## config.mk

```make
export PLATFORM = sky130hd
export DESIGN_NAME = cover_toggle_collector
export DESIGN_NICKNAME = d
export VERILOG_FILES = /design/src/rtl/cover_toggle_collector.sv
export SDC_FILE = /design/constraint.sdc
export NUM_CORES = 1
export LEC_CHECK = 0
export ABC_AREA = 1
export CAP_MARGIN = 40
export CELL_PAD_IN_SITES_DETAIL_PLACEMENT = 1
export CELL_PAD_IN_SITES_GLOBAL_PLACEMENT = 1
export CORE_MARGIN = 8
export CORE_UTILIZATION = 35
export CTS_CLUSTER_DIAMETER = 50
export DETAILED_ROUTE_END_ITERATION = 6
export GPL_TIMING_DRIVEN = 0
export PLACE_DENSITY = 0.66
export RECOVER_POWER = 25
export SYNTH_ARGS = -nofsm -noshare
export SYNTH_HDL_FRONTEND = slang
export SYNTH_SLANG_ARGS = --single-unit
```

## constraint.sdc

```tcl
create_clock -name clock -period 10.6 [get_ports clock]
set_input_delay 2.12 -clock clock [delete_from_list [all_inputs] [get_ports clock]]
set_output_delay 2.12 -clock clock [all_outputs]
set_load 0.01 [all_outputs]
```

## src/rtl/cover_toggle_collector.sv

```systemverilog
// cover_toggle_collector
// Toggle-coverage collector for a WIDTH-bit probe vector. It keeps sticky rise
// and fall bitmaps and a running count of covered points (two per bit). Per-bit
// results are read back through a valid/ready request/response port.
// Optional feature macro: COVER_TOGGLE_SATCNT_EN adds a saturating per-bit
// event counter returned on rd_resp_count (tied to 0 when undefined).

module cover_toggle_collector #(
  parameter int WIDTH = 65,
  parameter int IDX_W = (WIDTH > 1) ? $clog2(WIDTH) : 1,
  parameter int CNT_W = 8,
  parameter int COV_W = $clog2(2 * WIDTH + 1)
) (
  input  logic             clock,
  input  logic             reset,
  input  logic             enable,
  input  logic [WIDTH-1:0] probe,
  input  logic             clear,
  input  logic             rd_req_valid,
  output logic             rd_req_ready,
  input  logic [IDX_W-1:0] rd_idx,
  output logic             rd_resp_valid,
  input  logic             rd_resp_ready,
  output logic             rd_resp_rise,
  output logic             rd_resp_fall,
  output logic             rd_resp_err,
  output logic [CNT_W-1:0] rd_resp_count,
  output logic [COV_W-1:0] covered_cnt,
  output logic             all_covered
);

  typedef enum logic {
    IDLE,
    RESP
  } state_t;

  state_t state;
  state_t state_next;

  logic [WIDTH-1:0] prev;
  logic             armed;
  logic [WIDTH-1:0] hit_rise;
  logic [WIDTH-1:0] hit_fall;
  logic [COV_W-1:0] cov_cnt;

  logic [WIDTH-1:0] rise;
  logic [WIDTH-1:0] fall;
  logic [WIDTH-1:0] new_rise;
  logic [WIDTH-1:0] new_fall;
  logic [COV_W-1:0] cov_next;

  logic             accept;
  logic             sel_rise;
  logic             sel_fall;
  logic             sel_err;
  logic [CNT_W-1:0] sel_count;

  logic             resp_rise;
  logic             resp_fall;
  logic             resp_err;
  logic [CNT_W-1:0] resp_count;

  // Edge detection: only meaningful once a previous sample exists (armed) and
  // only on enabled cycles, so a disabled probe never produces toggles.
  always_comb begin
    rise = '0;
    fall = '0;
    if (enable && armed) begin
      rise = ~prev & probe;
      fall = prev & ~probe;
    end
  end

  assign new_rise = rise & ~hit_rise;
  assign new_fall = fall & ~hit_fall;

  // Covered count advances only by first-time hits, so it is bounded by
  // 2*WIDTH and can never wrap.
  always_comb begin
    cov_next = cov_cnt;
    for (int i = 0; i < WIDTH; i++) begin
      cov_next = cov_next + COV_W'(new_rise[i]) + COV_W'(new_fall[i]);
    end
  end

  // Sample register and sticky bitmaps; clear wins over toggles in its cycle
  // but prev still tracks the probe so re-arming starts from a fresh value.
  always_ff @(posedge clock or negedge reset) begin
    if (!reset) begin
      prev     <= '0;
      armed    <= 1'b0;
      hit_rise <= '0;
      hit_fall <= '0;
      cov_cnt  <= '0;
    end else begin
      if (enable) begin
        prev <= probe;
      end
      if (clear) begin
        armed    <= 1'b0;
        hit_rise <= '0;
        hit_fall <= '0;
        cov_cnt  <= '0;
      end else begin
        if (enable) begin
          armed <= 1'b1;
        end
        hit_rise <= hit_rise | rise;
        hit_fall <= hit_fall | fall;
        cov_cnt  <= cov_next;
      end
    end
  end

  assign covered_cnt = cov_cnt;
  assign all_covered = (cov_cnt == COV_W'(2 * WIDTH));

`ifdef COVER_TOGGLE_SATCNT_EN
  logic [CNT_W-1:0] evt_cnt [WIDTH];

  // Per-bit saturating event counters; rise and fall are exclusive per bit so
  // each counter moves by at most one per cycle.
  always_ff @(posedge clock or negedge reset) begin
    if (!reset) begin
      for (int i = 0; i < WIDTH; i++) begin
        evt_cnt[i] <= '0;
      end
    end else if (clear) begin
      for (int i = 0; i < WIDTH; i++) begin
        evt_cnt[i] <= '0;
      end
    end else begin
      for (int i = 0; i < WIDTH; i++) begin
        if ((rise[i] || fall[i]) && (evt_cnt[i] != {CNT_W{1'b1}})) begin
          evt_cnt[i] <= evt_cnt[i] + CNT_W'(1);
        end
      end
    end
  end
`endif

  // Read-side lookup of the bit selected by rd_idx; out-of-range indices read
  // back as all zeros with the error flag set.
  always_comb begin
    sel_rise  = 1'b0;
    sel_fall  = 1'b0;
    sel_count = '0;
    sel_err   = (int'(rd_idx) >= WIDTH);
    for (int i = 0; i < WIDTH; i++) begin
      if (int'(rd_idx) == i) begin
        sel_rise = hit_rise[i];
        sel_fall = hit_fall[i];
`ifdef COVER_TOGGLE_SATCNT_EN
        sel_count = evt_cnt[i];
`endif
      end
    end
  end

  // Read FSM state register.
  always_ff @(posedge clock or negedge reset) begin
    if (!reset) begin
      state <= IDLE;
    end else begin
      state <= state_next;
    end
  end

  // Read FSM next-state: accept in IDLE, hold the response in RESP until taken.
  always_comb begin
    state_next = state;
    accept     = 1'b0;
    case (state)
      IDLE: begin
        if (rd_req_valid) begin
          accept     = 1'b1;
          state_next = RESP;
        end
      end
      RESP: begin
        if (rd_resp_ready) begin
          state_next = IDLE;
        end
      end
      default: state_next = IDLE;
    endcase
  end

  // Response capture at the accept edge uses pre-update register values, and
  // is untouched afterwards so a later clear cannot disturb a held response.
  always_ff @(posedge clock or negedge reset) begin
    if (!reset) begin
      resp_rise  <= 1'b0;
      resp_fall  <= 1'b0;
      resp_err   <= 1'b0;
      resp_count <= '0;
    end else if (accept) begin
      resp_rise  <= sel_rise;
      resp_fall  <= sel_fall;
      resp_err   <= sel_err;
      resp_count <= sel_count;
    end
  end

  assign rd_req_ready  = reset && (state == IDLE);
  assign rd_resp_valid = (state == RESP);
  assign rd_resp_rise  = rd_resp_valid && resp_rise;
  assign rd_resp_fall  = rd_resp_valid && resp_fall;
  assign rd_resp_err   = rd_resp_valid && resp_err;
  assign rd_resp_count = rd_resp_valid ? resp_count : '0;

endmodule

```

Word-level counts from Yosys, hierarchy flattened
Index checks and enable logic that the tools add are counted.
W data, S select, Z words.
Operators by class
  add/subtract/negate cells: 130
  bitwise gates (word level): 11
  equal/unequal tests: 65
  order comparisons: 1
  muxes and demuxes: 141
  reduce and logical (&&, ||, !) cells: 7
Operators with widths (number)
  $add A8 B1 Y8: 130
  $and A65 B65 Y65: 4
  $mux W65: 4
  $not A65 Y65: 4
  $eq A7 B7 Y1 const B: 33
  $mux W1: 135
  $or A65 B65 Y65: 2
  $eq A7 B6 Y1 const B: 16
  $eq A7 B5 Y1 const B: 8
  $eq A7 B4 Y1 const B: 4
  $eq A7 B3 Y1 const B: 2
  $eq A8 B8 Y1 const B: 1
  $mux W8: 1
  $eq A7 B2 Y1 const B: 1
  $ge A7 B7 Y1 const B: 1
  $logic_not A7 Y1: 1
  $logic_and A1 B1 Y1: 5
  $pmux W1 S2: 1
  $reduce_bool A2 Y1: 1
  $not A1 Y1: 1
Storage, ports and cells
  output and inout port bits: 22
  input bits: 78
  register bits: 208

Logic depth before layout (Yosys ltp)
Gate-level depths: netlist (run 1).
  depth in word-level cells: 135
  depth in mapped cells: 40
  mapped depth without buffers: 39

Least setup slack after synthesis (run 1)
OpenSTA, ideal clock, no wires.
  path type: input-to-reg
  from: input enable
  to: register cov_cnt[6], in the netlist covered_cnt[6]
  required time: 10.468 ns
  arrival: 9.799 ns
  setup slack: 0.669 ns
  setup time: 0.132 ns
  stages on the path: 32
  path through: nand2_1 -> inv_2 -> clkbuf_1 -> clkbuf_1 -> nand4_1 -> fa_1 -> inv_1 -> fa_1 -> fa_1 -> inv_1 -> fa_1 -> fa_1 -> inv_1 -> fa_1 -> inv_1 -> fa_1 -> inv_1 -> fa_1 -> inv_1 -> fa_1 -> fa_1 -> fa_1 -> fa_1 -> nor2_1 -> o21ai_0 -> nand2_1 -> nand2_1 -> inv_1 -> nor2_1 -> o21bai_1 -> xnor2_1 -> nor2_1
Between the ends
  cells in the longest elaborated chain, start to end: 134
  elaborated cells between the ends (all ways): 136
  classes of those cells: add/sub (130); mux (3); bitwise (2); reduce/logical (1)
Ends and longest elaborated chain
  from (decl): RTL line 16  | input logic enable,
  $logic_and A1 B1 Y1 *: RTL line 68  | if (enable && armed) begin
  $mux W65: RTL line 68
  $and A65 B65 Y65: RTL line 74  | assign new_rise = rise & ~hit_rise;
  $add A8 B1 Y8 (129 in series): RTL line 82  | cov_next = cov_next + COV_W'(new_rise[i]) + COV_W'(new_fall[i]);
  $add A8 B1 Y8 *: RTL line 82
  $mux W8 *: RTL line 99  | if (clear) begin
  to (signal assigned): RTL line 110  | cov_cnt <= cov_next;
  to (decl): RTL line 44  | logic [COV_W-1:0] cov_cnt;
Mark *: on every way between the ends. The rest lies on a longest branch, timed or not.
A chain may end at the register's enable or synchronous reset.

Worst setup path after layout (run 1)
Same ends and word-level chain as after synthesis.

==> impl_metrics.env, run 1 <==
export IMPL_gr_usage_all_layers_pct=24.23
export IMPL_synthMuxAreaShare_pct=0
export IMPL_violations="max-capacitance violations, max-slew violations"
export IMPL_power_mw=3.214
export IMPL_fp_row_count=73
export IMPL_first_pass_iters=7
export IMPL_yosys_cell_count_top_type="inv_1"
export IMPL_cts_hold_fix_buffers=0
export IMPL_syn_cell_area_sq_mm=0.01403
export IMPL_syn_avg_cell_area_sq_um=8.166
export IMPL_grt_max_degree=112
export IMPL_viasPerCell=5.131
export IMPL_ys_warn_count=0
export IMPL_setup_viol=0
export IMPL_final_max_slew_viol_count=100
export IMPL_hpwlAfterDp_um=44020
export IMPL_yosysTopAreaCellShare_pct=37.10
export IMPL_worst_slew_pin_slew_ps=5896
export IMPL_synth_top_family_by_area="simple AND/OR/NAND/NOR gates"
export IMPL_final_util_pct=43.00
export IMPL_synth_edf_count=0
export IMPL_fin_crit_sh_pct=97.38
export IMPL_finalClockSkew_ps=17.41
export IMPL_fillCellCount=4785
export IMPL_finalCriticalPeriod_ps=10320
export IMPL_routed_wl_um=56310
export IMPL_synthTopCellsByArea="dfrtp_1 (37%), fa_1 (17%), inv_1 (10%)"
export IMPL_path_common_cell="fa_1"
export IMPL_cts_root_buf="clkbuf_16"
export IMPL_finalHoldViolCount=0
export IMPL_synthXorXnorAreaFrac_pct=0.3746
export IMPL_crit_path_max_fanout=10
export IMPL_overflow=0
export IMPL_hp_start="resp_fall"
export IMPL_r2r_start="armed"
export IMPL_hold_ws_ps=488.7
export IMPL_holdCritPathClass="flop to flop"
export IMPL_ys_async_sr_fraction_pct=100.0
export IMPL_worst_path_max_delay_cell="fa_1"
export IMPL_fp_dieH_um=216.2
export IMPL_synth_adder_area_share_pct=20.24
export IMPL_cts_buffers=36
export IMPL_synthSimpleGateAreaFrac_pct=21.44
export IMPL_yosys_area_top_type="dfrtp_1"
export IMPL_portBuffers=90
export IMPL_cts_tree="built"
export IMPL_drive_gt1_share_pct=6.860
export IMPL_clock_latency_ps=550
export IMPL_maxCapViolCount=1
export IMPL_cts_sinks=208
export IMPL_ioPinCount=100
export IMPL_start_kind="input port"
export IMPL_yosysSeqAreaShare_pct=37.10
export IMPL_end_kind="flop"
export IMPL_max_slew_margin_pct=-293.1
export IMPL_fmax_mhz=96.88
export IMPL_synth_flop_cell="dfrtp_1"
export IMPL_critPathArrivalTime_ps=10720
export IMPL_post_drt_wl_per_cell_um=23.27
export IMPL_crit_start="enable"
export IMPL_cts_clk_slew_worst_paths_ps=50
export IMPL_initial_core_util_pct=35.39
export IMPL_antenna_cells=0
export IMPL_first_global_vias=13450
export IMPL_synth_common_cells="inv_1 (387), nand2_1 (216), dfrtp_1 (208), nor2_1 (199), a21oi_1 (139)"
export IMPL_core_area_sq_mm=0.03964
export IMPL_die_area_sq_mm=0.04675
export IMPL_critPathKind="input port to flop"
export IMPL_rsz0062_at_grt="no"
export IMPL_grt_pass1_wl_um=84710
export IMPL_ctsLongestPathBuffers=3
export IMPL_antenna_found_initial=0
export IMPL_synth_cell_types=35
export IMPL_final_antenna_net_count=0
export IMPL_max_stage_delay_ps=580
export IMPL_cts_setup_buffers=0
export IMPL_htreeDepth=2
export IMPL_critPathRequiredTime_ps=11000
export IMPL_status="finished with violations"
export IMPL_vias=12420
export IMPL_p_leak_nw=7.682
export IMPL_ir_drop_mv=0.1637
export IMPL_place_area_sq_mm=0.01581
export IMPL_fp_dieW_um=216.2
export IMPL_area_growth_pct=21.50
export IMPL_p_per_area_mw_per_mm2=188.6
export IMPL_drc=0
export IMPL_final_nets=2102
export IMPL_first_iter_violations=803
export IMPL_ys_ff_latch=208
export IMPL_synth_cells=1718
export IMPL_gp_routability_congestion=0.9706
export IMPL_synth_compound_area_share_pct=8.000
export IMPL_stdcell_area_sq_mm=0.01705
critical path, delay by kind of cell:
| kind | cells | cell delay, ps |
|---|---|---|
| buf+inv | 10 | 1320 |
| fa+ha+maj | 12 | 6110 |
| simple gates | 7 | 700 |
| compound gates | 2 | 280 |
| xor+xnor | 1 | 140 |
final timing paths:
kind / endpoint / slack, ps / depth (start not counted)
max: covered_cnt[6] / 280 / 32
min reg2reg: resp_fall / 490 / 2
min in group asynchronous: prev[27] / 3780 / 1
max in group asynchronous: rd_resp_valid / 3510 / 1
min: resp_fall / 490 / 2
max reg2reg: covered_cnt[6] / 1640 / 31
repair_timing:
item                       in CTS  in global routing
cloned                          0                  0
hold endpoints to repair        0                  0
pin swaps                       0                  1
setup endpoints to repair       7                  2
resized for setup              13                 19
registers in the layout, summed over array words and instances (netlist names):
| register | count |
|---|---|
| resp_rise | 1 |
| resp_fall | 1 |
| rd_resp_valid | 1 |
| hit_rise | 65 |
| armed | 1 |
| prev | 65 |
| hit_fall | 65 |
| resp_err | 1 |
| covered_cnt | 8 |
stage by stage:
stage,setup TNS [ps],cells,setup WS [ps]
CTS,0,2420,21.00
detailed placement,-9544,2356,-1778
global route,0,2420,16.80
floorplan,0,1725,669.3
global placement,-543460,2340,-2890
finish,0,2420,277.7
report_power, final:
group          internal (mW)  switching, mW
logic                  0.453          0.685
registers              0.849         0.0320
clock network          0.740          0.455
cells in the final DEF, fill, tap and decap left out, types with 8 or more instances in the layout:
cell type,count
inv_1,387
nand2_1,215
dfrtp_1,208
nor2_1,198
a21oi_1,139
fa_1,120
nand3_1,115
nand4_1,89
clkdlybuf4s50_1,87
o21ai_0,77
clkbuf_1,39
clkbuf_16,36
ha_1,35
nor3_1,21
buf_6,12
buf_4,10
clkbuf_2,8
conb_1,8
routing by layer:
| metal | global-route usage [%] | wire length (um) | vias to the layer above |
|---|---|---|---|
| li1 | - | - | 5652 |
| met4 | 9.851 | 2236 | 0 |
| met2 | 39.21 | 26410 | 378 |
| met1 | 31.47 | 24000 | 6285 |
| met5 | 0 | 0 | - |
| met3 | 4.847 | 3660 | 103 |
layout make-up:
| class | instances | area, sq um | area share, % |
|---|---|---|---|
| plain buffers | 63 | 334.1 | 1.960 |
| clock inverters | 25 | 277.8 | 1.629 |
| repair buffers | 106 | 1084 | 6.356 |
| multi-input cells | 1059 | 7072 | 41.49 |
| well taps | 525 | 656.9 | 3.854 |
| inverters | 395 | 1485 | 8.713 |
| clock buffers | 39 | 932.1 | 5.468 |
| flip-flops and latches | 208 | 5205 | 30.53 |
cells by family after synthesis:
family                     after synthesis
xor gates and xnor gates                 6
buffers and inverters                  458
DFF                                    208
other                                    1
adders and majority gates              155
AOI/OAI and AO/OA                      222
and+or+nand+nor                        668
(Power assumes the default switching activity.)
==> inputs of run 2 (changes only) <==
DONT_BUFFER_PORTS = 1   (was unset)
MAX_ROUTING_LAYER = met4   (was unset)
PLACE_DENSITY = 0.62   (was 0.66)
SKIP_LAST_GASP = 1   (was unset)
==> impl_metrics.env, run 2 (same netlist as run 1, synthesis figures left out) <==
export IMPL_rrSetupSlack_ps=1480
export IMPL_hold_ws_ps=486.4
export IMPL_end_kind="flop"
export IMPL_post_drt_wl_per_cell_um=24.54
export IMPL_r2r_start="armed"
export IMPL_p_leak_nw=7.386
export IMPL_cts_buffers=35
export IMPL_multi_input_area_sq_mm=0.007056
export IMPL_critPathKind="input port to flop"
export IMPL_routed_wl_um=57180
export IMPL_cts_root_buf="clkbuf_16"
export IMPL_wl_met2_um=26260
export IMPL_setup_viol=0
export IMPL_ioPinCount=100
export IMPL_place_area_sq_mm=0.01493
export IMPL_p_per_area_mw_per_mm2=199.5
export IMPL_finalHoldViolCount=0
export IMPL_cpLargestDelayFamily="adder cells"
export IMPL_routed_top_layer="met4"
export IMPL_finalCriticalPeriod_ps=10300
export IMPL_status="finished clean"
export IMPL_cts_sinks=208
export IMPL_grt_pass1_wl_um=85060
export IMPL_portBuffers=0
export IMPL_crit_path_max_fanout=10
export IMPL_worstHoldPathCells=2
export IMPL_cts_hold_fix_buffers=0
export IMPL_final_cell_mix="inv_1 (387), nand2_1 (215), dfrtp_1 (208)"
export IMPL_fp_dieW_um=216.2
export IMPL_htreeDepth=2
export IMPL_core_area_sq_mm=0.03964
export IMPL_ir_drop_mv=0.1510
export IMPL_hpwlAfterDp_um=44570
export IMPL_fp_row_count=73
export IMPL_initial_core_util_pct=35.39
export IMPL_die_area_sq_mm=0.04675
export IMPL_crit_buf_inv=9
export IMPL_holdCritPathClass="flop to flop"
export IMPL_overflow=0
export IMPL_hp_start="resp_fall"
export IMPL_ctsLongestPathBuffers=3
export IMPL_maxCapViolCount=0
export IMPL_dp_slack_ps=-903.6
export IMPL_r2r_cells=32
export IMPL_cts_clk_slew_worst_paths_ps=50
export IMPL_gr_usage_all_layers_pct=25.52
export IMPL_seq_area_sq_mm=0.005205
export IMPL_critPathRequiredTime_ps=10990
export IMPL_timing_final_ws_setup_ps=301.8
export IMPL_stdcell_area_sq_mm=0.01624
export IMPL_cts_tree="built"
export IMPL_critPathArrivalTime_ps=10690
export IMPL_drive_gt1_share_pct=6.593
export IMPL_antenna_cells=0
export IMPL_drc=0
export IMPL_final_antenna_net_count=0
export IMPL_final_nets=2015
export IMPL_r2r_end="covered_cnt[6]"
export IMPL_worst_path_max_delay_cell="fa_1"
export IMPL_first_global_vias=12990
export IMPL_max_stage_delay_ps=580
export IMPL_max_slew_margin_pct=36.63
export IMPL_first_iter_violations=870
export IMPL_fp_dieH_um=216.2
export IMPL_whs_endpoint="resp_fall"
export IMPL_gp_routability_congestion=0.9764
export IMPL_routedLengthMet1_um=24310
export IMPL_vias=12070
export IMPL_grt_max_degree=210
export IMPL_layout_commonest_cell="inv_1"
export IMPL_area_growth_pct=15.78
export IMPL_antenna_found_initial=0
export IMPL_fillCellCount=4778
export IMPL_met3_length_um=3921
export IMPL_worst_slew_pin_slew_ps=950.6
export IMPL_largestRegisters="hit_fall: 65 flops, hit_rise: 65 flops, prev: 65 flops"
export IMPL_finalClockSkew_ps=28.11
export IMPL_fmax_mhz=97.10
export IMPL_path_common_cell="fa_1"
export IMPL_fin_crit_sh_pct=97.15
export IMPL_viasPerCell=5.179
export IMPL_clock_latency_ps=560
export IMPL_first_pass_iters=4
export IMPL_start_kind="input port"
export IMPL_final_max_slew_viol_count=0
run 2: cell count changes in the layout (fill, tap and decap cells not counted), moves of 2 or more:
cell,delta
buf_2,-2
buf_4,+2
buf_8,+4
bufinv_16,+4
clkbuf_1,+8
clkbuf_2,-3
clkbuf_8,+4
clkdlybuf4s50_1,-87
clkinv_2,-4
clkinv_4,-5
clkinvlp_4,-6
run 2: layout make-up:
class                      instances  area share, %
buffer                            63          2.003
clock buffer                      47          6.170
clock inverter                    13          1.725
inverter                         395          9.159
multi-input combinational       1059          43.44
sequential                       208          32.04
tap                              525          4.044
timing repair buffer              20          1.417
run 2: tightest hold or removal path: cells and delay by family (launching register included):
| family | cells | cell delay (ps) |
|---|---|---|
| flops | 1 | 340 |
| simple gates | 2 | 110 |
run 2: repair_timing:
action                                  4_1_cts  5_1_grt
endpoints found under the setup margin        3        2
buffers inserted                              0        2
gates resized for setup                       4        9
pin swaps                                     0        1
run 2: layer usage:
layer	GRT usage, %	up-vias
met3	5.822	127
met5	-	-
li1	-	5475
met2	39.29	314
met1	31.79	6152
met4	11.70	0
run 2: stage by stage:
stage	setup TNS (ps)	util (%)	cells	total power, mW
detailed placement	-2907	37.66	2268	1.951
floorplan	0	-	1725	1.561
CTS	0	40.91	2328	3.266
global route	-3.396	40.98	2330	3.408
finish	0	40.98	2330	3.241
global placement	-3543	37.12	2250	1.928
run 2: worst max-delay path by stage:
stage	from	end	slack (ps)	cells past startpoint
after floorplan	enable	covered_cnt[6]	670	32
after global placement	enable	covered_cnt[6]	-970	32
after detailed placement	enable	covered_cnt[6]	-900	30
after CTS	enable	covered_cnt[6]	20	31
after global routing	enable	covered_cnt[7]	-3	37
final	enable	covered_cnt[6]	300	32
run 2: report_power, final:
part | switching [mW] | internal, mW | total [mW]
sequential | 0.0377 | 0.849 | 0.887
combinational | 0.654 | 0.414 | 1.07
clock | 0.431 | 0.855 | 1.29
